**src/rtl/datapath_ctrl.sv**
```systemverilog
// Command sequencer for the accumulator datapath: accepts op requests over
// valid/ready and expands each one into single-cycle cmd/d_out issues.
module datapath_ctrl #(
    parameter int unsigned WIDTH = 4,
    parameter int unsigned REP_W = 4
) (
    input  logic             clock,
    input  logic             rst_n,
    input  logic             req_valid,
    output logic             req_ready,
    input  logic [1:0]       req_op,
    input  logic [REP_W-1:0] req_rep,
    input  logic [WIDTH-1:0] req_data,
    output logic [2:0]       cmd,
    output logic [WIDTH-1:0] d_out,
    output logic             busy,
    output logic             done
);

    localparam logic [1:0] OP_LOAD  = 2'b00;
    localparam logic [1:0] OP_ADD   = 2'b01;
    localparam logic [1:0] OP_SUB   = 2'b10;
    localparam logic [1:0] OP_CLEAR = 2'b11;

    localparam logic [2:0] CMD_HOLD = 3'b000;
    localparam logic [2:0] CMD_CAP  = 3'b001;
    localparam logic [2:0] CMD_ADD  = 3'b010;
    localparam logic [2:0] CMD_SUB  = 3'b100;

    typedef enum logic [1:0] {
        IDLE  = 2'd0,
        ISSUE = 2'd1,
        DONE  = 2'd2
    } state_t;

    state_t             state_q, state_d;
    logic [REP_W-1:0]   cnt_q, cnt_d;
    logic [1:0]         op_q, op_d;
    logic [WIDTH-1:0]   data_q, data_d;
    logic [2:0]         cmd_d;
    logic [WIDTH-1:0]   d_out_d;
    logic               busy_d;
    logic               done_d;

    // Ready is gated by rst_n so nothing is accepted while reset is held.
    assign req_ready = rst_n && (state_q == IDLE);

    // State, latched request and registered outputs.
    always_ff @(posedge clock) begin
        if (!rst_n) begin
            state_q <= IDLE;
            cnt_q   <= '0;
            op_q    <= '0;
            data_q  <= '0;
            cmd     <= CMD_HOLD;
            d_out   <= '0;
            busy    <= 1'b0;
            done    <= 1'b0;
        end else begin
            state_q <= state_d;
            cnt_q   <= cnt_d;
            op_q    <= op_d;
            data_q  <= data_d;
            cmd     <= cmd_d;
            d_out   <= d_out_d;
            busy    <= busy_d;
            done    <= done_d;
        end
    end

    // Next state, plus output values for the state being entered.
    always_comb begin
        state_d = state_q;
        cnt_d   = cnt_q;
        op_d    = op_q;
        data_d  = data_q;
        cmd_d   = CMD_HOLD;
        d_out_d = '0;
        busy_d  = 1'b0;
        done_d  = 1'b0;

        case (state_q)
            IDLE: begin
                if (req_valid && req_ready) begin
                    op_d    = req_op;
                    data_d  = req_data;
                    cnt_d   = (req_op == OP_ADD || req_op == OP_SUB) ? req_rep : '0;
                    state_d = ISSUE;
                end
            end
            ISSUE: begin
                if (cnt_q == '0) begin
                    state_d = DONE;
                end else begin
                    cnt_d = cnt_q - REP_W'(1);
                end
            end
            DONE:    state_d = IDLE;
            default: state_d = IDLE;
        endcase

        busy_d = (state_d != IDLE);
        done_d = (state_d == DONE);
        if (state_d == ISSUE) begin
            case (op_d)
                OP_LOAD:  begin cmd_d = CMD_CAP; d_out_d = data_d; end
                OP_ADD:   begin cmd_d = CMD_ADD; d_out_d = data_d; end
                OP_SUB:   begin cmd_d = CMD_SUB; d_out_d = data_d; end
                OP_CLEAR: begin cmd_d = CMD_CAP; d_out_d = '0;     end
                default:  begin cmd_d = CMD_HOLD; d_out_d = '0;    end
            endcase
        end
    end

endmodule
```
**config.mk**
```make
export PLATFORM = sky130hd
export DESIGN_NAME = datapath_ctrl
export DESIGN_NICKNAME = d
export VERILOG_FILES = /design/src/rtl/datapath_ctrl.sv
export SDC_FILE = /design/constraint.sdc
export NUM_CORES = 1
export LEC_CHECK = 0
export BUFFER_PORTS_ARGS = -buffer_cell sky130_fd_sc_hd__buf_4
export CAP_MARGIN = 40
export CORE_MARGIN = 8
export CORE_UTILIZATION = 45
export DETAILED_ROUTE_END_ITERATION = 12
export PLACE_DENSITY_LB_ADDON = 0.2
export SLEW_MARGIN = 20
export SYNTH_ARGS = -nofsm -noshare
export SYNTH_HDL_FRONTEND = slang
export SYNTH_SLANG_ARGS = --single-unit
```
**constraint.sdc**
```tcl
create_clock -name clock -period 1.9 [get_ports clock]
set_clock_uncertainty 0.15 [all_clocks]
set_input_delay 0.38 -clock clock [delete_from_list [all_inputs] [get_ports clock]]
set_output_delay 0.38 -clock clock [all_outputs]
set_load 0.05 [all_outputs]
```
==> flow_summary_export.csv <==
group,metric,value,unit
outcome,status,"completed",
clock_tree,ctsLongestPathBuffers,2,
sta,rsz0062_at_grt,"false",
synthesis,netlist_area,909.6,sq um
clock_tree,htree_num_levels,1,
sta,max_slew_margin,74.82,%
worst_setup_path,cp_max_fo,7,
worst_hold_path,min_path_type,"primary input to register",
routing,drtPass1Iterations,4,
worst_setup_path,arrival,1.86,ns
final_layout,num-nets-final,147,
floorplanning,die_x,60.96,um
sta,finalSetupViolations,0,
final_layout,final_area,1224,sq um
grt,gr-total-overflow,0,
place,place_area,1155,sq um
clock_tree,ctsHoldBuffers,0,
floorplanning,pin_count,23,
worst_setup_path,rr_startpoint,"cnt_q[0]",
clock_tree,clkLatencyLatePin,0.31,ns
grt,grt_max_degree,13,
floorplanning,start_util,46.84,%
routing,drc,0,
place,finalWeightedCongestion,0.7514,
synthesis,synth_cell_types,30,
sta,max_freq,553.5,MHz
sta,slew_violations,0,
floorplanning,row_count,16,
clock_tree,numCtsBuffers,3,
worst_setup_path,critPathLaunch,"cnt_q[0]",
final_layout,drive_above_1_share,38.76,%
worst_setup_path,crit_type,"register to register",
worst_setup_path,r2r_cells,5,
pwr,p_leak,0.5275,nW
pwr,power_density,766.6,nW/um^2
grt,grt_pass1_vias,854,
synthesis,ys_seq_elements,21,
worst_setup_path,reg2reg_to,"cmd[2]",
worst_setup_path,required,1.95,ns
floorplanning,core,1942,sq um
place,io_buffers,22,
grt,grt.total_usage,13.02,%
clock_tree,clkSinkCount,21,
routing,wire_per_inst,14.21,um
worst_setup_path,endpoint,"cmd[2]",
synthesis,synth.net_count,115,
worst_setup_path,start_kind,"register",
synthesis,yosysSeqAreaShare,46.22,%
clock_tree,cts.clk_slew.worst_paths,0.13,ns
final_layout,area_growth,34.53,%
sta,hold_viol,0,
synthesis,syn_inst,98,
sta,fin_ws,0.09318,ns
clock_tree,cts_tree,"yes",
routing,detail_route.vias_per_cell,5.353,
sta,fin_crit_sh,95.10,%
final_layout,fillCellCount,185,
synthesis,synth_area_per_cell,9.282,sq um
routing,drtIter0Drc,16,
place,place_ws,-0.03179,ns
grt,grt_pass1_wl,3.712,mm
sta,finalCriticalPeriod,1.807,ns
clock_tree,cts-root-buf,"clkbuf_4",
routing,ant_nets,0,
grt,antenna_found_initial,0,
place,hpwl,1.605,mm
final_layout,antenna_cells,0,
routing,wl,2.216,mm
floorplanning,die-height,60.96,um
worst_setup_path,end_kind,"register",
synthesis,yosys_warnings,0,
worst_setup_path,ff2ff_setup_slack,0.09,ns
pwr,ir_drop,0.5104,mV
routing,vias,835,
sta,worst_pin_slew,0.3764,ns
floorplanning,dieArea,3716,sq um
job,max_cap_violations,0,
-- through the flow --
| stage | cells | hold WS (ns) | utilization (%) | total power, mW | TNS [ns] |
|---|---|---|---|---|---|
| floorplan | 98 | 0.2866 | - | 0.6350 | 0 |
| global placement | 152 | 0.2935 | 59.47 | 0.7082 | -0.01084 |
| detailed placement | 152 | 0.2982 | 59.47 | 0.7156 | -0.09510 |
| CTS | 156 | 0.1734 | 60.89 | 0.9245 | 0 |
| global route | 156 | 0.1734 | 63.02 | 0.9904 | 0 |
| finish | 156 | 0.1724 | 63.02 | 0.9381 | 0 |
-- how the worst min path moves through the flow --
| stage | from | to | slack, ns | cells after the start |
|---|---|---|---|---|
| 2_1_floorplan | data_q[0] | data_q[0] | 0.29 | 2 |
| 3_3_place_gp | data_q[2] | data_q[2] | 0.29 | 2 |
| 3_5_place_dp | data_q[0] | data_q[0] | 0.30 | 2 |
| 4_1_cts | req_valid | busy | 0.17 | 3 |
| 5_1_grt | req_valid | busy | 0.17 | 3 |
| 6_report | req_valid | busy | 0.17 | 3 |
-- report_power, final --
group,total [mW],internal [mW],switching [mW]
clock,0.216,0.0785,0.137
combinational,0.237,0.108,0.129
sequential,0.485,0.465,0.0208
-- flip-flops by register name, summed over array words and instances, names as in the netlist --
name,count
done,1
op_q,2
state_q,2
busy,1
cmd,3
d_out,4
data_q,4
cnt_q,4
-- what timing repair did --
action                     4_1_cts  5_1_grt
setup endpoints to repair        0        9
gates resized for setup          0       11
buffers inserted                 0        0
-- worst max-delay path: stages (launching register included) --
cell	delay [ns]
dfxtp_1	0.37
inv_1	0.09
ha_1	0.19
or3b_4	0.43
a21o_4	0.26
and3_2	0.21
-- synthesized netlist by cell type --
cell type	instances	area, sq um
clkbuf_2	1	5.000
a21oi_1	8	40.04
mux2i_1	3	30.03
buf_2	1	5.000
nor4_1	3	18.77
and3_2	3	22.52
clkbuf_1	2	7.510
o211ai_1	2	15.01
inv_1	5	18.77
o31a_2	1	10.01
clkinv_1	1	3.750
or3b_1	1	8.760
buf_6	1	11.26
and2_2	1	7.510
or4_1	1	7.510
nand3_1	7	35.03
ha_1	4	50.05
nand4_1	1	6.260
nand2_1	10	37.54
nor2b_1	1	6.260
o21ai_0	1	5.000
a211oi_1	3	22.52
nand4bb_1	1	11.26
nor4bb_1	1	10.01
dfxtp_1	21	420.4
a21o_4	1	15.01
a311oi_1	3	26.28
xor2_1	1	8.760
nor2_1	5	18.77
nand2b_1	4	25.02
-- cells in the final DEF (no fill, tap or decap), types with 4 or more instances in the layout --
cell / count
buf_4: 32
dfxtp_1: 19
nand2_1: 10
nand3_1: 7
a21oi_1: 7
inv_1: 5
nor2_1: 5
ha_1: 4
-- metal layers --
metal	track usage (%)	wire, um	share of wire, %
met5	0	0	0
met4	6.312	9	0.41
met3	3.390	110	5.0
met2	21.57	1110	50
met1	15.10	985	44
-- cell families after synthesis --
logic type,synth area share [%]
compound gates,14.72
xor+xnor,0.9630
fa+ha+maj,5.502
buf+inv,5.639
flops,46.22
mux,3.301
simple gates,23.66
-- final cells by class --
cell class              count  area [sq um]  share of cell area, %
flip-flops and latches     21         425.4                  34.76
multi-input cells          66         474.2                  38.75
clock inverters             1         5.005                 0.4090
well taps                  27         33.78                  2.761
clock buffers               3         22.52                  1.840
repair buffers             32         240.2                  19.63
inverters                   6         22.52                  1.840
No activity file was read; power rests on OpenSTA's default activity.
